===== config.mk =====
export PLATFORM = sky130hd
export DESIGN_NAME = condicionador_botoes
export DESIGN_NICKNAME = d
export VERILOG_FILES = /design/src/rtl/mindfocus_pkg.sv /design/src/rtl/debounce_bit.sv /design/src/rtl/condicionador_botoes.sv
export SDC_FILE = /design/constraint.sdc
export NUM_CORES = 1
export LEC_CHECK = 0
export ABC_AREA = 1
export CORE_MARGIN = 8
export CORE_UTILIZATION = 60
export DETAILED_ROUTE_END_ITERATION = 8
export GPL_TIMING_DRIVEN = 0
export PLACE_DENSITY_LB_ADDON = 0.25
export SETUP_SLACK_MARGIN = 0.5
export SKIP_CTS_REPAIR_TIMING = 1
export SLEW_MARGIN = 20
export SYNTH_ARGS = -nofsm -noshare
export SYNTH_HDL_FRONTEND = slang
export SYNTH_HIERARCHICAL = 1
export SYNTH_SLANG_ARGS = --single-unit

===== constraint.sdc =====
create_clock -name clock -period 3.8 [get_ports clock]
set_clock_uncertainty 0.05 [all_clocks]
set_input_delay 0.76 -clock clock [delete_from_list [all_inputs] [get_ports clock]]
set_output_delay 0.76 -clock clock [all_outputs]
set_load 0.02 [all_outputs]

===== src/rtl/mindfocus_pkg.sv =====
// Shared definitions for the MindFocus input-conditioning stage: controller
// state encoding, default sizes and the one-hot helper.
package mindfocus_pkg;

  localparam int CLK_HZ              = 50_000_000;
  localparam int N_BOTOES_DEF        = 4;
  // 1 ms of stable level at the system clock rate.
  localparam int DEBOUNCE_CICLOS_DEF = CLK_HZ / 1000;

  typedef enum logic [1:0] {
    REPOUSO = 2'd0,
    SEGURA  = 2'd1,
    SOLTA   = 2'd2
  } estado_t;

  function automatic logic exatamente_um(input logic [31:0] v);
    return (v != 32'd0) && ((v & (v - 32'd1)) == 32'd0);
  endfunction

endpackage


===== src/rtl/debounce_bit.sv =====
// Two-flop synchroniser followed by a stability counter; the output level
// only follows the input after DEBOUNCE_CICLOS consecutive differing samples.
module debounce_bit #(
  parameter int DEBOUNCE_CICLOS = 4
) (
  input  logic clock,
  input  logic reset,
  input  logic sinal_in,
  output logic sinal_deb
);

  localparam int CNT_W = $clog2(DEBOUNCE_CICLOS);
  localparam logic [CNT_W-1:0] CNT_MAX = CNT_W'(DEBOUNCE_CICLOS - 1);

  logic             sync1_r;
  logic             sync2_r;
  logic             stable_r;
  logic [CNT_W-1:0] cnt_r;

  // Synchronise the raw level and accept it once it has held long enough.
  always_ff @(posedge clock or negedge reset) begin
    if (!reset) begin
      sync1_r  <= 1'b0;
      sync2_r  <= 1'b0;
      stable_r <= 1'b0;
      cnt_r    <= '0;
    end else begin
      sync1_r <= sinal_in;
      sync2_r <= sync1_r;
      if (sync2_r == stable_r) begin
        cnt_r <= '0;
      end else if (cnt_r == CNT_MAX) begin
        stable_r <= sync2_r;
        cnt_r    <= '0;
      end else begin
        cnt_r <= cnt_r + CNT_W'(1);
      end
    end
  end

  assign sinal_deb = stable_r;

endmodule


===== src/rtl/condicionador_botoes.sv =====
// Conditions the raw play buttons and start key into clean one-cycle strobes
// and a held one-hot play code for the game controller.
module condicionador_botoes
  import mindfocus_pkg::*;
#(
  parameter int N_BOTOES        = N_BOTOES_DEF,
  parameter int DEBOUNCE_CICLOS = DEBOUNCE_CICLOS_DEF
) (
  input  logic                clock,
  input  logic                reset,
  input  logic [N_BOTOES-1:0] botoes_in,
  input  logic                jogar_in,
  input  logic                limpa,
  output logic [N_BOTOES-1:0] botoes_deb,
  output logic [N_BOTOES-1:0] jogada,
  output logic                jogada_valida,
  output logic                jogada_invalida,
  output logic                jogar_pulso,
  output logic [1:0]          db_estado
);

  estado_t estado_r;
  logic    jogar_deb_s;
  logic    jogar_q_r;

  for (genvar i = 0; i < N_BOTOES; i++) begin : g_deb
    debounce_bit #(.DEBOUNCE_CICLOS(DEBOUNCE_CICLOS)) u_deb (
      .clock    (clock),
      .reset    (reset),
      .sinal_in (botoes_in[i]),
      .sinal_deb(botoes_deb[i])
    );
  end

  debounce_bit #(.DEBOUNCE_CICLOS(DEBOUNCE_CICLOS)) u_deb_jogar (
    .clock    (clock),
    .reset    (reset),
    .sinal_in (jogar_in),
    .sinal_deb(jogar_deb_s)
  );

  // Press evaluation FSM with the held play register and its strobes.
  always_ff @(posedge clock or negedge reset) begin
    if (!reset) begin
      estado_r        <= REPOUSO;
      jogada          <= '0;
      jogada_valida   <= 1'b0;
      jogada_invalida <= 1'b0;
    end else begin
      jogada_valida   <= 1'b0;
      jogada_invalida <= 1'b0;
      // A same-cycle valid press overrides the clear below.
      if (limpa) begin
        jogada <= '0;
      end else begin
        jogada <= jogada;
      end
      case (estado_r)
        REPOUSO: begin
          if (botoes_deb != '0) begin
            if (exatamente_um(32'(botoes_deb))) begin
              jogada        <= botoes_deb;
              jogada_valida <= 1'b1;
            end else begin
              jogada_invalida <= 1'b1;
            end
            estado_r <= SEGURA;
          end else begin
            estado_r <= REPOUSO;
          end
        end
        SEGURA: begin
          if (botoes_deb == '0) begin
            estado_r <= SOLTA;
          end else begin
            estado_r <= SEGURA;
          end
        end
        SOLTA:   estado_r <= REPOUSO;
        default: estado_r <= REPOUSO;
      endcase
    end
  end

  // Rising-edge strobe of the debounced start key.
  always_ff @(posedge clock or negedge reset) begin
    if (!reset) begin
      jogar_q_r   <= 1'b0;
      jogar_pulso <= 1'b0;
    end else begin
      jogar_q_r   <= jogar_deb_s;
      jogar_pulso <= jogar_deb_s & ~jogar_q_r;
    end
  end

  assign db_estado = estado_r;

endmodule


==> impl_metrics.xml <==
<?xml version="1.0" encoding="UTF-8"?>
<metrics>
  <group name="logic_synthesis">
    <metric name="synth_top_family_by_area" unit="">simple AND/OR/NAND/NOR gates</metric>
    <metric name="avgSynthCellArea" unit="um2">8.42</metric>
    <metric name="synth_xor_xnor_area_share" unit="">0.0811</metric>
    <metric name="adder_cell_share_of_the_synthesized_area" unit="">0.0113</metric>
    <metric name="gate_count_of_the_mapped_netlist" unit="">660</metric>
    <metric name="synth_fp_nets" unit="">673</metric>
    <metric name="synthesized_cell_area" unit="um2">5560</metric>
    <metric name="area_fraction_in_and_or_nand_and_nor_cells_after_synthesis" unit="">0.345</metric>
    <metric name="synthMuxAreaShare" unit="">0</metric>
    <metric name="ys.warnings.count" unit="">6</metric>
    <metric name="synth-compound-area-share" unit="">0.0345</metric>
    <metric name="synth_cell_type_count" unit="">26</metric>
    <metric name="yosysSeqAreaShare" unit="">0.473</metric>
    <metric name="postSynthRegisterBits" unit="">105</metric>
  </group>
  <group name="drt">
    <metric name="drtIter0Drc" unit="">249</metric>
    <metric name="viasPerCell" unit="">5.16</metric>
    <metric name="ant_nets" unit="">0</metric>
    <metric name="drt_wl_total" unit="mm">10.4</metric>
    <metric name="drtPass1Iterations" unit="">4</metric>
    <metric name="route.detailed.wl_per_inst" unit="um">12.8</metric>
    <metric name="drc_markers" unit="">0</metric>
    <metric name="route.vias.total" unit="">4168</metric>
  </group>
  <group name="clock_network">
    <metric name="ctsLongestPathBuffers" unit="">2</metric>
    <metric name="clock_latency" unit="ps">350</metric>
    <metric name="tritoncts.num_buffers" unit="">9</metric>
    <metric name="clock-sinks" unit="">105</metric>
    <metric name="clock-root-buffer" unit="">sky130_fd_sc_hd__clkbuf_8</metric>
    <metric name="clock_tree_from_tritoncts" unit="">done</metric>
    <metric name="cts.clk_slew.worst_paths" unit="ps">90</metric>
    <metric name="cts-htree-levels" unit="">3</metric>
  </group>
  <group name="timing">
    <metric name="fmax" unit="MHz">412</metric>
    <metric name="slew_violations" unit="">0</metric>
    <metric name="finalHoldViolCount" unit="">0</metric>
    <metric name="setup_violations" unit="">0</metric>
    <metric name="hold-worst-slack" unit="ps">239</metric>
    <metric name="min_period_over_period" unit="">0.638</metric>
    <metric name="worst_slack" unit="ps">1370</metric>
    <metric name="tightest_slew" unit="ps">537</metric>
    <metric name="finalCriticalPeriod" unit="ps">2430</metric>
    <metric name="timing.slew.headroom" unit="">0.641</metric>
    <metric name="grt_setup_unrepaired" unit="">no</metric>
  </group>
  <group name="job">
    <metric name="max-cap-violations" unit="">0</metric>
  </group>
  <group name="die">
    <metric name="die_height" unit="um">112</metric>
    <metric name="start_util" unit="">0.610</metric>
    <metric name="fp-row-count" unit="">35</metric>
    <metric name="pin_count" unit="">21</metric>
    <metric name="placeableCoreArea" unit="um2">9110</metric>
    <metric name="dieArea" unit="um2">12600</metric>
    <metric name="die_x" unit="um">112</metric>
  </group>
  <group name="final_layout">
    <metric name="area_growth" unit="%">10.2</metric>
    <metric name="layout.cells.most_common" unit="">sky130_fd_sc_hd__nor2_1</metric>
    <metric name="final-instance-count-excl-fill" unit="">808</metric>
    <metric name="multi_input_comb_area" unit="um2">2620</metric>
    <metric name="final_net_count" unit="">705</metric>
    <metric name="layout_common_cells" unit="">sky130_fd_sc_hd__nor2_1 (159), sky130_fd_sc_hd__dfrtp_1 (105), sky130_fd_sc_hd__nand2_1 (101), sky130_fd_sc_hd__inv_1 (75), sky130_fd_sc_hd__nand3_1 (55)</metric>
    <metric name="regArea" unit="um2">2630</metric>
    <metric name="antenna-diode-count" unit="">0</metric>
    <metric name="filler_cells_inserted" unit="">750</metric>
    <metric name="post_route_cells_drive_above_1_share" unit="">0.141</metric>
  </group>
  <group name="hold_path">
    <metric name="path_class_of_the_lowest_slack_min_delay_path" unit="">in -&gt; async</metric>
  </group>
  <group name="global_route">
    <metric name="global_route.overflow_total" unit="">0</metric>
    <metric name="grt_first_pass_wirelength" unit="mm">18.1</metric>
    <metric name="largest_net_degree_at_the_start_of_global_routing" unit="">71</metric>
    <metric name="grt_pass1_vias" unit="">4161</metric>
    <metric name="antenna_found_initial" unit="">0</metric>
    <metric name="total_grt_usage" unit="">0.171</metric>
  </group>
  <group name="critical_path">
    <metric name="setup.worst_path.class" unit="">reg -&gt; out</metric>
    <metric name="critical-path-top-delay-family" unit="">buffers and inverters</metric>
    <metric name="crit_required" unit="ps">2990</metric>
    <metric name="critical_path.slowest_cell" unit="">sky130_fd_sc_hd__clkdlybuf4s50_1</metric>
    <metric name="crit_fanout" unit="">6</metric>
    <metric name="path_cells" unit="">clkdlybuf4s50_1</metric>
    <metric name="critical_path.max_stage_delay" unit="ps">680</metric>
    <metric name="worst_path_bufs_invs" unit="">1</metric>
    <metric name="worst_ep_arrival_time" unit="ps">1620</metric>
    <metric name="worst_setup_path_end_kind" unit="">output pin</metric>
    <metric name="setup.worst_path.start_class" unit="">flip-flop</metric>
  </group>
  <group name="run_status">
    <metric name="status" unit="">finished, final reports clean</metric>
  </group>
  <group name="placement">
    <metric name="detailed_placement_wirelength_estimate" unit="mm">7.74</metric>
    <metric name="placedCellCount" unit="">792</metric>
    <metric name="weighted_congestion_at_the_end_of_routability_driven_global_placement" unit="">0.916</metric>
    <metric name="place_ws" unit="ps">1750</metric>
    <metric name="number_of_i_o_port_buffers" unit="">20</metric>
  </group>
  <group name="power">
    <metric name="pwr_dens" unit="nW/um2">312</metric>
    <metric name="fin_total_pwr" unit="mW">1.91</metric>
    <metric name="vdd.ir_drop.worst" unit="uV">213</metric>
    <metric name="leakage" unit="nW">3.01</metric>
  </group>
</metrics>
[power breakdown]
| part | internal (mW) | switching [mW] | leakage (nW) |
|---|---|---|---|
| logic | 0.0288 | 0.0540 | 1.48 |
| registers | 1.13 | 0.0165 | 1.43 |
| clock network | 0.321 | 0.355 | 0.0953 |
| total | 1.48 | 0.425 | 3.01 |
[metrics by stage]
stage               TNS [ps]  utilization  cell area (um2)
floorplan                  0            -             5560
global placement     -196080        0.647             5890
detailed placement         0        0.650             5920
CTS                        0        0.672             6120
global route               0        0.672             6120
finish                     0        0.672             6120
[Yosys cell counts]
| master | n | area, um2 |
|---|---|---|
| sky130_fd_sc_hd__inv_1 | 75 | 282 |
| sky130_fd_sc_hd__o21ai_0 | 1 | 5.00 |
| sky130_fd_sc_hd__nand3_1 | 55 | 275 |
| sky130_fd_sc_hd__a21oi_4 | 1 | 16.3 |
| sky130_fd_sc_hd__nand2_1 | 101 | 379 |
| sky130_fd_sc_hd__nand2_4 | 2 | 22.5 |
| sky130_fd_sc_hd__o21bai_2 | 4 | 45.0 |
| sky130_fd_sc_hd__nand3_4 | 4 | 70.1 |
| sky130_fd_sc_hd__nor2_2 | 9 | 56.3 |
| sky130_fd_sc_hd__dfrtp_1 | 105 | 2630 |
| sky130_fd_sc_hd__nor3_1 | 2 | 10.0 |
| sky130_fd_sc_hd__inv_2 | 6 | 22.5 |
| sky130_fd_sc_hd__a31oi_1 | 10 | 62.6 |
| sky130_fd_sc_hd__nor3_2 | 1 | 10.0 |
| sky130_fd_sc_hd__xnor2_1 | 9 | 78.8 |
| sky130_fd_sc_hd__o21bai_1 | 1 | 7.51 |
| sky130_fd_sc_hd__nor2_4 | 6 | 67.6 |
| sky130_fd_sc_hd__xor2_2 | 4 | 65.1 |
| sky130_fd_sc_hd__nor2_1 | 159 | 597 |
| sky130_fd_sc_hd__nand4_1 | 10 | 62.6 |
| sky130_fd_sc_hd__nand3_2 | 1 | 10.0 |
| sky130_fd_sc_hd__nor3_4 | 9 | 146 |
| sky130_fd_sc_hd__nand2_2 | 34 | 213 |
| sky130_fd_sc_hd__xor2_1 | 35 | 307 |
| sky130_fd_sc_hd__ha_1 | 5 | 62.6 |
| sky130_fd_sc_hd__a21oi_1 | 11 | 55.1 |
[layout make-up]
type                    instances  share of cell area
flip-flops and latches        105               0.429
clock buffers                  11              0.0231
repair buffers                 21              0.0374
well taps                     111              0.0227
clock inverters                 5             0.00900
multi-input cells             474               0.429
inverters                      81              0.0497
[per-layer routing]
layer	track usage	vias up	share of wire
met5	0	-	0
met4	0.0504	0	0.010
met3	0.0451	9	0.043
met2	0.305	58	0.51
met1	0.199	1973	0.44
li1	-	2128	-
[registers in the layout, indices dropped and copies added (netlist names), 2 cells and up]
| signal | flops |
|---|---|
| g_deb.u_deb/cnt_r | 64 |
| u_deb_jogar/cnt_r | 16 |
| g_deb.u_deb/sinal_deb | 4 |
| g_deb.u_deb/sync1_r | 4 |
| g_deb.u_deb/sync2_r | 4 |
| jogada | 4 |
| db_estado | 2 |
[worst paths after layout]
path | cells after the start | from | slack (ps) | to
setup / recovery | 1 | g_deb[2].u_deb/sinal_deb | 1370 | botoes_deb[2]
hold / removal | 1 | reset | 240 | g_deb[0].u_deb/cnt_r[5]
setup reg to reg | 3 | g_deb[1].u_deb/sinal_deb | 2200 | g_deb[1].u_deb/cnt_r[11]
hold reg to reg | 0 | u_deb_jogar/sync1_r | 310 | u_deb_jogar/sync2_r
max in group asynchronous | 2 | reset | 2830 | g_deb[2].u_deb/cnt_r[4]
min in group clock | 0 | u_deb_jogar/sync1_r | 310 | u_deb_jogar/sync2_r
[cells by family (layout without fill, tap and decap cells)]
group,after synthesis,in the layout
XOR/XNOR,48,48
adder cells (fa/ha/maj),5,5
buffers and inverters,81,118
AND/OR/NAND/NOR,393,393
AO/OA/AOI/OAI,28,28
flip-flops,105,105
Note: power is estimated with default switching activity, not from simulation.
